$ cat config.mk
export PLATFORM = sky130hd
export DESIGN_NAME = io_tx_controller
export DESIGN_NICKNAME = d
export VERILOG_FILES = /design/src/rtl/img_sram_pkg.sv /design/src/rtl/io_tx_fifo.sv /design/src/rtl/io_tx_controller.sv
export SDC_FILE = /design/constraint.sdc
export NUM_CORES = 1
export LEC_CHECK = 0
export BUFFER_PORTS_ARGS = -buffer_cell sky130_fd_sc_hd__buf_4
export CAP_MARGIN = 20
export CORE_UTILIZATION = 50
export DETAILED_ROUTE_END_ITERATION = 7
export GPL_ROUTABILITY_DRIVEN = 0
export GPL_TIMING_DRIVEN = 0
export PLACE_DENSITY = 0.72
export SETUP_SLACK_MARGIN = 0.3
export SLEW_MARGIN = 20
export SYNTH_ARGS = -nofsm -noshare
export SYNTH_HDL_FRONTEND = slang
export SYNTH_SLANG_ARGS = --single-unit
$ cat constraint.sdc
create_clock -name clk -period 3.7 [get_ports clk]
set_input_delay 0.185 -clock clk [delete_from_list [all_inputs] [get_ports clk]]
set_output_delay 0.185 -clock clk [all_outputs]
set_load 0.03 [all_outputs]
$ cat src/rtl/img_sram_pkg.sv
// Shared types for the image SRAM and its readback controller.
package img_sram_pkg;

    localparam int unsigned IMG_DIM_W = 8;
    localparam int unsigned IMG_IDX_W = 9;

    // SRAM control bundle driven by both the write path and readback.
    typedef struct packed {
        logic                 sense_en;
        logic                 write_en;
        logic [IMG_DIM_W-1:0] row;
        logic [IMG_DIM_W-1:0] col;
        logic [7:0]           din;
    } img_sram_ctrl_t;

    typedef enum logic [1:0] {
        IDLE,
        ISSUE,
        DRAIN,
        DONE
    } tx_state_t;

endpackage

$ cat src/rtl/io_tx_fifo.sv
// Small synchronous FIFO holding {pixel, last} words ahead of the tx port.
module io_tx_fifo
    import img_sram_pkg::*;
#(
    parameter int unsigned WIDTH = 9,
    parameter int unsigned DEPTH = 3
) (
    input  logic                         clk,
    input  logic                         rst,
    input  logic                         push,
    input  logic [WIDTH-1:0]             push_data,
    input  logic                         pop,
    output logic [WIDTH-1:0]             head,
    output logic                         head_vld,
    output logic [$clog2(DEPTH+1)-1:0]   count
);

    localparam int unsigned PTR_W = (DEPTH > 1) ? $clog2(DEPTH) : 1;
    localparam int unsigned CNT_W = $clog2(DEPTH + 1);

    logic [WIDTH-1:0] mem [DEPTH];
    logic [PTR_W-1:0] wr_ptr;
    logic [PTR_W-1:0] rd_ptr;
    logic [CNT_W-1:0] count_nxt;
    logic             do_push;
    logic             do_pop;

    assign do_push = push && (count != CNT_W'(DEPTH));
    assign do_pop  = pop && (count != '0);
    assign head    = mem[rd_ptr];

    // Occupancy update; push and pop together leave the count unchanged.
    always_comb begin
        count_nxt = count;
        case ({do_push, do_pop})
            2'b10:   count_nxt = count + CNT_W'(1);
            2'b01:   count_nxt = count - CNT_W'(1);
            default: count_nxt = count;
        endcase
    end

    // Storage, pointers and a registered non-empty flag.
    always_ff @(posedge clk) begin
        if (rst) begin
            wr_ptr   <= '0;
            rd_ptr   <= '0;
            count    <= '0;
            head_vld <= 1'b0;
            for (int i = 0; i < int'(DEPTH); i++) begin
                mem[i] <= '0;
            end
        end else begin
            if (do_push) begin
                mem[wr_ptr] <= push_data;
                wr_ptr      <= (wr_ptr == PTR_W'(DEPTH - 1)) ? '0 : wr_ptr + PTR_W'(1);
            end
            if (do_pop) begin
                rd_ptr <= (rd_ptr == PTR_W'(DEPTH - 1)) ? '0 : rd_ptr + PTR_W'(1);
            end
            count    <= count_nxt;
            head_vld <= (count_nxt != '0);
        end
    end

endmodule

$ cat src/rtl/io_tx_controller.sv
// Raster-order image readback from SRAM onto a valid/ready byte stream.
module io_tx_controller
    import img_sram_pkg::*;
#(
    parameter int unsigned RD_LAT     = 1,
    parameter int unsigned FIFO_DEPTH = RD_LAT + 2
) (
    input  logic           clk,
    input  logic           rst,
    input  logic           start,
    input  logic [7:0]     nrows,
    input  logic [7:0]     ncols,
    input  logic [7:0]     sram_dout,
    output img_sram_ctrl_t sram_ctrl,
    output logic [7:0]     tx_data,
    output logic           tx_valid,
    output logic           tx_last,
    input  logic           tx_ready,
    output logic           busy,
    output logic           done
);

    localparam int unsigned CNT_W = $clog2(FIFO_DEPTH + 1);
    localparam int unsigned CRD_W = CNT_W + 1;

    tx_state_t            state;
    tx_state_t            state_nxt;
    logic [IMG_IDX_W-1:0] row_idx;
    logic [IMG_IDX_W-1:0] col_idx;
    logic [IMG_IDX_W-1:0] nrows_q;
    logic [IMG_IDX_W-1:0] ncols_q;
    logic [RD_LAT-1:0]    pipe_vld;
    logic [RD_LAT-1:0]    pipe_last;
    logic [CNT_W-1:0]     fifo_count;
    logic [CNT_W-1:0]     inflight_cnt;
    logic [IMG_DIM_W:0]   fifo_head;
    logic                 credit;
    logic                 last_addr;
    logic                 issue;
    logic                 push;
    logic                 pop;

    assign last_addr = (row_idx == nrows_q) && (col_idx == ncols_q);
    assign credit    = (CRD_W'(fifo_count) + CRD_W'(inflight_cnt)) < CRD_W'(FIFO_DEPTH);
    assign issue     = (state == ISSUE) && credit;
    assign push      = pipe_vld[RD_LAT-1];
    assign pop       = tx_valid && tx_ready;
    assign tx_data   = fifo_head[IMG_DIM_W:1];
    assign tx_last   = fifo_head[0];

    assign sram_ctrl.sense_en = 1'b1;
    assign sram_ctrl.write_en = 1'b0;
    assign sram_ctrl.row      = row_idx[IMG_DIM_W-1:0];
    assign sram_ctrl.col      = col_idx[IMG_DIM_W-1:0];
    assign sram_ctrl.din      = '0;

    // State register.
    always_ff @(posedge clk) begin
        if (rst) begin
            state <= IDLE;
        end else begin
            state <= state_nxt;
        end
    end

    // Next-state logic; DRAIN ends on acceptance of the final tagged byte.
    always_comb begin
        state_nxt = state;
        case (state)
            IDLE:    if (start) state_nxt = ISSUE;
            ISSUE:   if (issue && last_addr) state_nxt = DRAIN;
            DRAIN:   if (pop && tx_last) state_nxt = DONE;
            DONE:    state_nxt = IDLE;
            default: state_nxt = IDLE;
        endcase
    end

    // Registered status outputs, aligned with the state they describe.
    always_ff @(posedge clk) begin
        if (rst) begin
            busy <= 1'b0;
            done <= 1'b0;
        end else begin
            busy <= (state_nxt == ISSUE) || (state_nxt == DRAIN);
            done <= (state_nxt == DONE);
        end
    end

    // Dimension latch and raster address counters; address holds without a credit.
    always_ff @(posedge clk) begin
        if (rst) begin
            row_idx <= '0;
            col_idx <= '0;
            nrows_q <= '0;
            ncols_q <= '0;
        end else if ((state == IDLE) && start) begin
            row_idx <= '0;
            col_idx <= '0;
            nrows_q <= IMG_IDX_W'(nrows);
            ncols_q <= IMG_IDX_W'(ncols);
        end else if (issue && !last_addr) begin
            if (col_idx == ncols_q) begin
                col_idx <= '0;
                row_idx <= row_idx + IMG_IDX_W'(1);
            end else begin
                col_idx <= col_idx + IMG_IDX_W'(1);
            end
        end
    end

    // Read-tag pipe matching SRAM latency, plus count of reads in flight.
    always_ff @(posedge clk) begin
        if (rst) begin
            pipe_vld     <= '0;
            pipe_last    <= '0;
            inflight_cnt <= '0;
        end else begin
            pipe_vld[0]  <= issue;
            pipe_last[0] <= issue && last_addr;
            for (int i = 1; i < int'(RD_LAT); i++) begin
                pipe_vld[i]  <= pipe_vld[i-1];
                pipe_last[i] <= pipe_last[i-1];
            end
            case ({issue, push})
                2'b10:   inflight_cnt <= inflight_cnt + CNT_W'(1);
                2'b01:   inflight_cnt <= inflight_cnt - CNT_W'(1);
                default: inflight_cnt <= inflight_cnt;
            endcase
        end
    end

    io_tx_fifo #(
        .WIDTH (IMG_DIM_W + 1),
        .DEPTH (FIFO_DEPTH)
    ) u_fifo (
        .clk       (clk),
        .rst       (rst),
        .push      (push),
        .push_data ({sram_dout, pipe_last[RD_LAT-1]}),
        .pop       (pop),
        .head      (fifo_head),
        .head_vld  (tx_valid),
        .count     (fifo_count)
    );

endmodule

==> impl_results.md <==
- Status: complete, no violations
- CTS tree: yes
- ANT nets after route: 0
- Pwr Total: 2.19 mW
- Post-CTS Hold Buffers: 0
- Met1 usage: approximately 25%
- Mean Syn Cell Area: 10.7 um^2
- Final setup TNS: 0 ps
- DIE AREA: between 8000 and 9000 um^2
- Asr flop ratio synth: 0%
- DR pass1 iterations: 4
- Initial antenna violation count: 0
- DRC Markers: 0
- Slew Limit Fails: 0
- CTS max path bufs: 2
- Sequential Power Share: 49.0%
- Warnings, synthesis: 0
- Initial Utilization: 52.1%
- Most used routing layer: met2
- Max cap viols: 0
- Die width: around 92 um
- Worst VDD drop: 0.230 mV
- Mapped Cells: between 300 and 400
- Iteration-0 DRC Markers: 96
- Gr ovfl total: 0
- Share of layout cells above drive strength 1: 28.6%
- # clock sinks: between 80 and 90
- Area delta synth->final: 21.3%
- Final setup violation count: 0
- Clk pwr share: 37.3%
- Number of flops mapped to enable cells by yosys: 36
- Dpl hpwl: 5.71 mm
- Clock tree root buffer cell: clkbuf_8
- Cell Chain, Critical Path: ha_1 -> fa_1 -> a211oi_4 -> and4_1 -> nand2b_2 -> buf_6 -> or4_1 -> nand2_1
- Core Area: 7770 um^2
- Flops & latches, synth: 87
- Reg clk slew, reported paths: about 90 ps
- Commonest cells after routing, fill and taps aside: 81 x buf_4, 51 x dfxtp_1, 48 x nand2_1
- Switch Pwr: between 500 and 600 uW
- Worst EP required: ~4000 ps
- Rows: 32
- Register area share after synthesis: ~52%
- Worst-Skew Late Latency: about 360 ps
- Die span in y: 92.0 um
- Postcts setup bufs: 0
- Max-slew headroom: between 40% and 50%
- Cells resized by post-CTS repair: 0
- # diodes: 0
- Mean number of vias per cell: 5.10
- H-tree levels: 3
- Power share of the combinational group: between 10 and 15%
- Met2 usage: 34.6%
- Critical Path Max Stage Delay: between 400 and 500 ps
- Pleak: 1.99 nW
- Tcrit/Tclk final: between 70% and 80%
- Sw Share: approximately a quarter
- Layout Utilization: around 63%
- IO Port Bufs: 55
- Fin. Hold Viols: 0
- Vias: around 2.9k
- Pwr per Cell Area: 445 nW/um^2
- Commonest register cell after synthesis: dfxtp_1
- Pin count of the biggest net entering global routing: 17
- Startpoint Class: flip-flop
- Slew @ Worst Pin: ~820 ps
- Critical path type: flip-flop to flip-flop
- Clock period minus worst slack: ~2700 ps
- Vias in the first global route: around 2.8k
- Commonest non-fill, non-tap cell in the layout: buf_4
- RSZ-0062 raised after global routing: no
- Boundary Pins: 66
- First-pass GRT wire length: between 10 and 15 mm
- Clock skew: approximately 11 ps
- CP Capture Type: flip-flop
- GRT Resource Usage Total: about a fifth
- Critical path's slowest cell: or4_1
- Final nets: a little under 500
- GR Layer Usage met3: 3.07%
- Crit path DAT: between 2000 and 3000 ps
- Final wirelength: 7.93 mm
- Synthesized cell area: approximately 4000 um^2
- F_max: 0.374 GHz
- Routed wire per std cell: approximately 14 um
- Cell Int Power: 1.62 mW
- Num CTS Buffers: 9
- CP max FO: 10
- Synth unique cells: 48
- Worst Hold Class: input pin to flip-flop
## Yosys cell counts, types with 3 or more instances
cell type / count / area (um^2)
a2111oi_2: 3 / 45.0
a21oi_1: 31 / 155
a31o_2: 3 / 26.3
and2_1: 28 / 175
buf_2: 4 / 20.0
buf_4: 26 / 195
clkbuf_1: 7 / 26.3
dfxtp_1: 51 / 1020
edfxtp_1: 36 / 1080
ha_1: 6 / 75.1
inv_1: 5 / 18.8
mux4_2: 9 / 203
nand2_1: 48 / 180
nand3_1: 4 / 20.0
nand4_1: 6 / 37.5
nor2_1: 23 / 86.3
nor2b_1: 5 / 31.3
nor3_1: 5 / 25.0
nor4_1: 3 / 18.8
o211ai_1: 3 / 22.5
o21ai_0: 3 / 15.0
or2_2: 3 / 18.8
or3_1: 3 / 18.8
or4_1: 4 / 30.0
xnor2_1: 18 / 158
xor2_1: 11 / 96.3
## power by group through the flow
stage	logic (mW)	clock network (mW)	registers, mW
after floorplan	0.204	0	1.09
after global placement	0.290	0	1.09
after detailed placement	0.300	0	1.09
after CTS	0.303	0.828	1.07
after global routing	0.328	0.867	1.08
final	0.301	0.814	1.07
## cell families (layout without fill, tap and decap cells)
group	Yosys count	after routing	share of synthesized area, %
mux	9	9	5.01
simple gates	147	147	19.1
compound gates	51	51	8.23
flops	87	87	51.9
fa+ha+maj	7	7	2.35
xor+xnor	29	29	6.28
other cells	2	10	0.186
buf+inv	45	118	6.90
## registers in the layout, summed over array words and instances (netlist names), named ones only
signal,cells
u_fifo.rd_ptr,2
ncols_q,8
done,1
col_idx,9
inflight_cnt,2
nrows_q,8
u_fifo.head_vld,1
pipe_vld,1
u_fifo.wr_ptr,2
state,2
pipe_last,1
row_idx,9
u_fifo.mem,36
u_fifo.count,2
busy,1
## stage by stage
stage	worst slack [ps]	instances	cell area [um^2]	hold WS, ps
after detailed placement	1030	544	4660	386
after global routing	869	560	4910	0.535
after CTS	1010	560	4910	1.43
final	1030	560	4910	15.1
after floorplan	1280	385	4080	284
after global placement	1050	542	4620	383
## cell type report
cell class              count  area, um^2
repair buffers             57         423
flip-flops and latches     87        2100
multi-input cells         253        1730
inverters                   5        18.8
well taps                 102         128
fillers                   657        2860
plain buffers              40         260
clock inverters             7         125
clock buffers               9         124
## per-layer routing
layer  vias up  wire, um
met2        59      4010
met3        11       275
met4         0       133
li1       1435         -
met1      1351      3520
met5         -         0
## path summary, 6_finish.rpt
path | slack (ps) | to | start | cells past startpoint
worst max-delay path | 1030 | row_idx[6] | u_fifo.count[0] | 8
worst min-delay path | 20 | u_fifo.mem[3][4] | sram_dout[3] | 1
worst max register to register | 1030 | row_idx[6] | u_fifo.count[0] | 8
worst min register to register | 470 | nrows_q[3] | nrows_q[3] | 2
## critical path: cells and delay by family (launching register included)
family | cells | cell delay [ps]
compound gates | 1 | 420
fa+ha+maj | 2 | 650
buf+inv | 1 | 150
flops | 1 | 440
simple gates | 4 | 970
No activity file was read; power rests on OpenSTA's default activity.
